[config.mk]
export PLATFORM = sky130hd
export DESIGN_NAME = as5600_i2c_target
export DESIGN_NICKNAME = d
export VERILOG_FILES = /design/src/rtl/as5600_i2c_pkg.sv /design/src/rtl/i2c_bus_sync.sv /design/src/rtl/as5600_i2c_target.sv
export SDC_FILE = /design/constraint.sdc
export NUM_CORES = 1
export LEC_CHECK = 0
export ABC_AREA = 1
export BUFFER_PORTS_ARGS = -buffer_cell sky130_fd_sc_hd__buf_4
export CELL_PAD_IN_SITES_DETAIL_PLACEMENT = 1
export CELL_PAD_IN_SITES_GLOBAL_PLACEMENT = 1
export CORE_UTILIZATION = 38
export CTS_CLUSTER_DIAMETER = 80
export DETAILED_ROUTE_END_ITERATION = 10
export PLACE_DENSITY = 0.76
export SLEW_MARGIN = 10
export SYNTH_ARGS = -nofsm -noshare
export SYNTH_HDL_FRONTEND = slang
export SYNTH_HIERARCHICAL = 1
export SYNTH_SLANG_ARGS = --single-unit
[constraint.sdc]
create_clock -name clock -period 1.6 [get_ports clock]
set_input_delay 0.08 -clock clock [delete_from_list [all_inputs] [get_ports clock]]
set_output_delay 0.08 -clock clock [all_outputs]
set_load 0.005 [all_outputs]
[src/rtl/as5600_i2c_pkg.sv]
// Shared definitions for the AS5600 read-path I2C target: FSM states,
// register addresses and default bus identity.
package as5600_i2c_pkg;

  typedef enum logic [3:0] {
    IDLE,
    ADDR,
    ADDR_ACK,
    PTR,
    PTR_ACK,
    WDATA,
    WDATA_ACK,
    TX,
    TX_ACK,
    WAIT_STOP
  } i2c_state_t;

  localparam logic [7:0] REG_STATUS      = 8'h0B;
  localparam logic [7:0] REG_RAW_ANGLE_H = 8'h0C;
  localparam logic [7:0] REG_RAW_ANGLE_L = 8'h0D;
  localparam logic [7:0] REG_ANGLE_H     = 8'h0E;
  localparam logic [7:0] REG_ANGLE_L     = 8'h0F;

  localparam logic [6:0] AS5600_DEV_ADDR  = 7'h36;
  localparam logic [7:0] AS5600_RESET_PTR = 8'h0C;

endpackage

[src/rtl/i2c_bus_sync.sv]
// Pad conditioning for an I2C bus: 2-flop synchronizer, FILT_LEN-sample
// glitch filter per line, and one-cycle edge / START / STOP strobes.
module i2c_bus_sync #(
  parameter int FILT_LEN = 3
) (
  input  logic clock,
  input  logic reset,
  input  logic scl_in,
  input  logic sda_in,
  output logic scl,
  output logic sda,
  output logic scl_rise,
  output logic scl_fall,
  output logic start,
  output logic stop
);

  logic                scl_p0, scl_p1, sda_p0, sda_p1;
  logic [FILT_LEN-1:0] scl_hist, sda_hist;
  logic                scl_q, sda_q;

  // Idle bus is high on both lines, so everything resets to 1.
  always_ff @(posedge clock) begin
    if (reset) begin
      scl_p0   <= 1'b1;
      scl_p1   <= 1'b1;
      sda_p0   <= 1'b1;
      sda_p1   <= 1'b1;
      scl_hist <= '1;
      sda_hist <= '1;
      scl      <= 1'b1;
      sda      <= 1'b1;
      scl_q    <= 1'b1;
      sda_q    <= 1'b1;
    end else begin
      scl_p0   <= scl_in;
      scl_p1   <= scl_p0;
      sda_p0   <= sda_in;
      sda_p1   <= sda_p0;
      scl_hist <= {scl_hist[FILT_LEN-2:0], scl_p1};
      sda_hist <= {sda_hist[FILT_LEN-2:0], sda_p1};
      if (&scl_hist)       scl <= 1'b1;
      else if (~|scl_hist) scl <= 1'b0;
      if (&sda_hist)       sda <= 1'b1;
      else if (~|sda_hist) sda <= 1'b0;
      scl_q    <= scl;
      sda_q    <= sda;
    end
  end

  assign scl_rise = scl & ~scl_q;
  assign scl_fall = ~scl & scl_q;
  assign start    = scl & scl_q & sda_q & ~sda;
  assign stop     = scl & scl_q & ~sda_q & sda;

endmodule

[src/rtl/as5600_i2c_target.sv]
// I2C target emulating the AS5600 read path: pointer writes, auto-incrementing
// reads of a coherent angle/status snapshot taken at the read address ACK.
module as5600_i2c_target
  import as5600_i2c_pkg::*;
#(
  parameter logic [6:0] DEV_ADDR  = AS5600_DEV_ADDR,
  parameter logic [7:0] RESET_PTR = AS5600_RESET_PTR,
  parameter int         FILT_LEN  = 3
) (
  input  logic        clock,
  input  logic        reset,
  input  logic        scl_in,
  input  logic        sda_in,
  output logic        sda_oe,
  input  logic [11:0] angle_in,
  input  logic [2:0]  magnet_status,
  output logic        busy,
  output logic        rd_pulse,
  output logic [7:0]  ptr
);

  logic scl_f, sda_f, scl_rise, scl_fall, start, stop;

  i2c_bus_sync #(.FILT_LEN(FILT_LEN)) u_bus_sync (
    .clock    (clock),
    .reset    (reset),
    .scl_in   (scl_in),
    .sda_in   (sda_in),
    .scl      (scl_f),
    .sda      (sda_f),
    .scl_rise (scl_rise),
    .scl_fall (scl_fall),
    .start    (start),
    .stop     (stop)
  );

  i2c_state_t  state, state_n;
  logic [2:0]  bit_cnt, bit_cnt_n;
  logic [7:0]  sh, sh_n, ptr_n, rx_byte, rd_byte;
  logic [11:0] snap, snap_n;
  logic [2:0]  stat, stat_n;
  logic        rw, rw_n, phase, phase_n, rd_sent, rd_sent_n;
  logic        sda_oe_n, busy_n, rd_pulse_n;

  function automatic logic [7:0] reg_read(input logic [7:0]  addr,
                                          input logic [11:0] ang,
                                          input logic [2:0]  st);
    case (addr)
      REG_STATUS:                   return {2'b00, st, 3'b000};
      REG_RAW_ANGLE_H, REG_ANGLE_H: return {4'h0, ang[11:8]};
      REG_RAW_ANGLE_L, REG_ANGLE_L: return ang[7:0];
      default:                      return 8'h00;
    endcase
  endfunction

  assign rx_byte = {sh[6:0], sda_f};
  assign rd_byte = reg_read(ptr, snap, stat);

  always_ff @(posedge clock) begin
    if (reset) begin
      state    <= IDLE;
      bit_cnt  <= 3'd0;
      sh       <= 8'h00;
      rw       <= 1'b0;
      phase    <= 1'b0;
      sda_oe   <= 1'b0;
      busy     <= 1'b0;
      rd_pulse <= 1'b0;
      rd_sent  <= 1'b0;
      ptr      <= RESET_PTR;
      snap     <= 12'h000;
      stat     <= 3'b000;
    end else begin
      state    <= state_n;
      bit_cnt  <= bit_cnt_n;
      sh       <= sh_n;
      rw       <= rw_n;
      phase    <= phase_n;
      sda_oe   <= sda_oe_n;
      busy     <= busy_n;
      rd_pulse <= rd_pulse_n;
      rd_sent  <= rd_sent_n;
      ptr      <= ptr_n;
      snap     <= snap_n;
      stat     <= stat_n;
    end
  end

  // phase marks the second half of a 9th-bit slot (ACK driven / ACK sampled).
  always_comb begin
    state_n    = state;
    bit_cnt_n  = bit_cnt;
    sh_n       = sh;
    rw_n       = rw;
    phase_n    = phase;
    sda_oe_n   = sda_oe;
    busy_n     = busy;
    rd_pulse_n = 1'b0;
    rd_sent_n  = rd_sent;
    ptr_n      = ptr;
    snap_n     = snap;
    stat_n     = stat;

    if (stop) begin
      state_n    = IDLE;
      sda_oe_n   = 1'b0;
      busy_n     = 1'b0;
      rd_pulse_n = rd_sent;
      rd_sent_n  = 1'b0;
    end else if (start) begin
      state_n   = ADDR;
      bit_cnt_n = 3'd0;
      sda_oe_n  = 1'b0;
      busy_n    = 1'b0;
      rd_sent_n = 1'b0;
    end else begin
      case (state)
        ADDR: if (scl_rise) begin
          sh_n      = rx_byte;
          bit_cnt_n = bit_cnt + 3'd1;
          if (bit_cnt == 3'd7) begin
            phase_n = 1'b0;
            if (rx_byte[7:1] == DEV_ADDR) begin
              state_n = ADDR_ACK;
              rw_n    = rx_byte[0];
              busy_n  = 1'b1;
              if (rx_byte[0]) begin
                snap_n = angle_in;
                stat_n = magnet_status;
              end
            end else begin
              state_n = WAIT_STOP;
            end
          end
        end
        PTR: if (scl_rise) begin
          sh_n      = rx_byte;
          bit_cnt_n = bit_cnt + 3'd1;
          if (bit_cnt == 3'd7) begin
            ptr_n   = rx_byte;
            phase_n = 1'b0;
            state_n = PTR_ACK;
          end
        end
        WDATA: if (scl_rise) begin
          sh_n      = rx_byte;
          bit_cnt_n = bit_cnt + 3'd1;
          if (bit_cnt == 3'd7) begin
            phase_n = 1'b0;
            state_n = WDATA_ACK;
          end
        end
        ADDR_ACK, PTR_ACK, WDATA_ACK: if (scl_fall) begin
          if (!phase) begin
            sda_oe_n = 1'b1;
            phase_n  = 1'b1;
          end else begin
            sda_oe_n  = 1'b0;
            bit_cnt_n = 3'd0;
            if (state == ADDR_ACK && rw) begin
              state_n  = TX;
              sh_n     = rd_byte;
              sda_oe_n = ~rd_byte[7];
            end else if (state == WDATA_ACK) begin
              state_n = WDATA;
              ptr_n   = ptr + 8'd1;
            end else if (state == PTR_ACK) begin
              state_n = WDATA;
            end else begin
              state_n = PTR;
            end
          end
        end
        TX: if (scl_fall) begin
          if (bit_cnt == 3'd7) begin
            sda_oe_n  = 1'b0;
            bit_cnt_n = 3'd0;
            phase_n   = 1'b0;
            rd_sent_n = 1'b1;
            state_n   = TX_ACK;
          end else begin
            bit_cnt_n = bit_cnt + 3'd1;
            sda_oe_n  = ~sh[~bit_cnt_n];
          end
        end
        TX_ACK: begin
          if (scl_rise) begin
            ptr_n = ptr + 8'd1;
            if (sda_f) state_n = WAIT_STOP;
            else       phase_n = 1'b1;
          end else if (phase && !scl_f) begin
            // ACKed: next byte goes out as soon as the ACK clock is low again.
            phase_n   = 1'b0;
            bit_cnt_n = 3'd0;
            sh_n      = rd_byte;
            sda_oe_n  = ~rd_byte[7];
            state_n   = TX;
          end
        end
        default: ;
      endcase
    end
  end

endmodule
==> metrics <==
status finished with violations; violated checks negative hold slack, negative setup slack; Max Used Layer met4; Yosys warnings 6; drt first pass iters 4; Cells after Synth roughly 500; vias per inst about 5.5; Core ar. 8380 um^2; Layout area overhead 51.9%; DIE AREA 9220 um^2; antenna violations before repair 0; clock root buffer clkbuf_8; DP Wirelength just under 8000 um; Buf/Inv on CP 2; antenna violation net count after detailed routing 0; PnR Total Power 12300 uW; RSZ-0062 raised after global routing yes; met3 wire length ~900 um; CP Launch Type register; final slew viol count 0; f_max ~540 MHz; Die H between 90 and 100 um; Post-Syn Area 3360 um^2; worst skew pair latency between 300 and 400 ps; Crit Path Max Fanout 6; worst path cell trace inv_4 > nor2_4 > nand2_4 > nand2_8 > inv_4 > nand2_8 > nor2_4 > nor2_8 > nand2_8 > nand2_2 > nand2_1 > nor2_1; share of post-route cells with drive strength above 1 a little over two fifths; area share of the largest cell type after synthesis between 30% and 40%; met2 WL just under 8000 um; top cells by area, synth dfxtp_1 35%, nand2_1 13%, nor2_1 8.8%, inv_1 6.4%, nand3_1 6.1%; Synth Flop Type dfxtp_1; starting density of the core approximately two fifths; number of H-tree levels 3; kind of critical path reg -> reg; Vias ~4.0k; CP max stage cell dfxtp_4; crit-path max cell delay roughly 400 ps; Post-synth EDFFs 0; distinct cell type count after synthesis 36; final core utilization between 60% and 70%; Worst setup EP type register; Post-synth ARST share 0%; Clock Tree Buf Depth 2; wire length per cell 21.2 um; P_leak ~0.0023 uW; most common cell in the netlist nand2_1; Rows 33; DRC Markers 0; Global Route Usage Sum between 20 and 30%; I/O pin total 30; Routed met1 length 6060 um; Congestion Overflow GR 0; flops & latches, synth between 50 and 60; Post-Route WL 15500 um; # diodes 0; Max-cap violations 0; CP most frequent cell nand2_8; vias in the first global route 3702; first-pass GRT wire length approximately 18000 um; Yosys top cell by area dfxtp_1; Die X-Extent 96.0 um; pre-CTS setup slack -173 ps; TritonCTS clock tree yes; Final period util 115%; Reg clk slew, reported paths 80 ps; top cells by count, synth 116 x nand2_1, 79 x nor2_1, 58 x dfxtp_1, 57 x inv_1, 41 x nand3_1; Synth Area per Inst roughly 6.6 um^2; setup TNS -4780 ps; Worst Slack Setup Final -247 ps; worst slew pin tran slightly below 600 ps; GPL Wtd Cong 0.892; DRT iter0 DRCs approximately 260; Syn Nets ~530; Max transition margin around 60%; placed inst area slightly above 4000 um^2; CP delay by family, top simple AND/OR/NAND/NOR gates; largest net degree at the start of global routing 21; total clock sinks 58; PD cells 2400 nW/um^2; endpoints failing hold 1; Final setup viols 40; hold_ws -4.86 ps; Worst Hold Class in -> reg; Worst Path Arrival 2110 ps; Setup Skew approximately 13 ps; VDD IR max 0.783 mV; CP Data Required Time 1870 ps; Tmin final 1850 ps; Inserted Clock Buffers 9; Seq/Total Area, Yosys 34.5%; fin area 5100 um^2; Port Buffers 29; # nets final 646
==> per-stage QoR <==
| stage | instances | hold slack [ps] |
|---|---|---|
| 6_report | 731 | -4.86 |
| 5_1_grt | 731 | -1.69 |
| 4_1_cts | 716 | 14.4 |
| 3_5_place_dp | 689 | 278 |
| 3_3_place_gp | 689 | 261 |
| 2_1_floorplan | 507 | 149 |
==> cells by family after synthesis <==
family	after synthesis	share of synthesized area [%]
AOI/OAI and AO/OA	68	10.6
xor gates and xnor gates	4	1.04
adders and majority gates	6	2.23
buffers and inverters	77	9.42
DFF	58	34.5
and+or+nand+nor	294	42.1
==> what timing repair did <==
item / CTS / global route
hold endpoints to repair: 2 / 0
cloned: 3 / 2
setup endpoints to repair: 39 / 43
hold buffers: 2 / 0
resized for setup: 55 / 120
buffers inserted: 6 / 13
pin swaps: 15 / 44
==> area by class of cell <==
cell class / instances / area [um^2]
Tap cell: 105 / 131
Sequential cell: 58 / 1180
Timing Repair Buffer: 112 / 920
Clock inverter: 7 / 78.8
Multi-Input combinational cell: 375 / 2400
Inverter: 65 / 262
Clock buffer: 9 / 124
Fill cell: 1045 / 3280
==> layout by cell type, fill, tap and decap left out, drive strengths merged <==
master and instances:
o21ai 32, o21bai 1, nand4 6, a21oi 34, nor3 4, nor2 91
nand3 45, buf 110, bufinv 1, ha 6, inv 65, clkinv 3
xnor2 1, clkbuf 9, clkinvlp 3, nand2 140, dlygate4sd3 2, o21a 1
dfxtp 58, nand3b 2, xor2 3, or2 9
==> sequential cells by signal, summed over array words and instances, names as in the netlist, 3 cells and up <==
signal               flops
bit_cnt                  3
stat                     3
u_bus_sync/scl_hist      3
state                    4
sh                       8
ptr                      8
snap                    12
u_bus_sync/sda_hist      3
==> worst register-to-register path: stages (launching register included) <==
cell and delay, ps:
dfxtp_4 400, inv_4 50, nor2_4 180, nand2_4 120, nand2_8 130, inv_4 80
nand2_8 90, nor2_4 50, nor2_8 170, nand2_8 110, nand2_2 80, nand2_1 80
nor2_1 220
==> power by group <==
| group | internal [uW] | switching [uW] | total [uW] |
|---|---|---|---|
| clock | 729 | 758 | 1490 |
| sequential | 1780 | 307 | 2090 |
| combinational | 3350 | 5350 | 8700 |
| total | 5860 | 6410 | 12300 |
==> final timing paths <==
path,startpoint,endpoint,slack [ps],depth (start not counted)
worst max-delay path,state[1],sh[3],-250,12
worst max register to register,state[1],sh[3],-250,12
worst min-delay path,angle_in[4],snap[4],-5,3
worst min register to register,u_bus_sync/sda_p1,u_bus_sync/sda_hist[0],410,1
==> layer usage <==
metal,global-route usage [%],up-vias
li1,-,1842
met1,33.5,1964
met2,45.0,175
met3,3.79,66
met4,5.10,0
met5,0,-
Power figures use the tool's default switching activity.
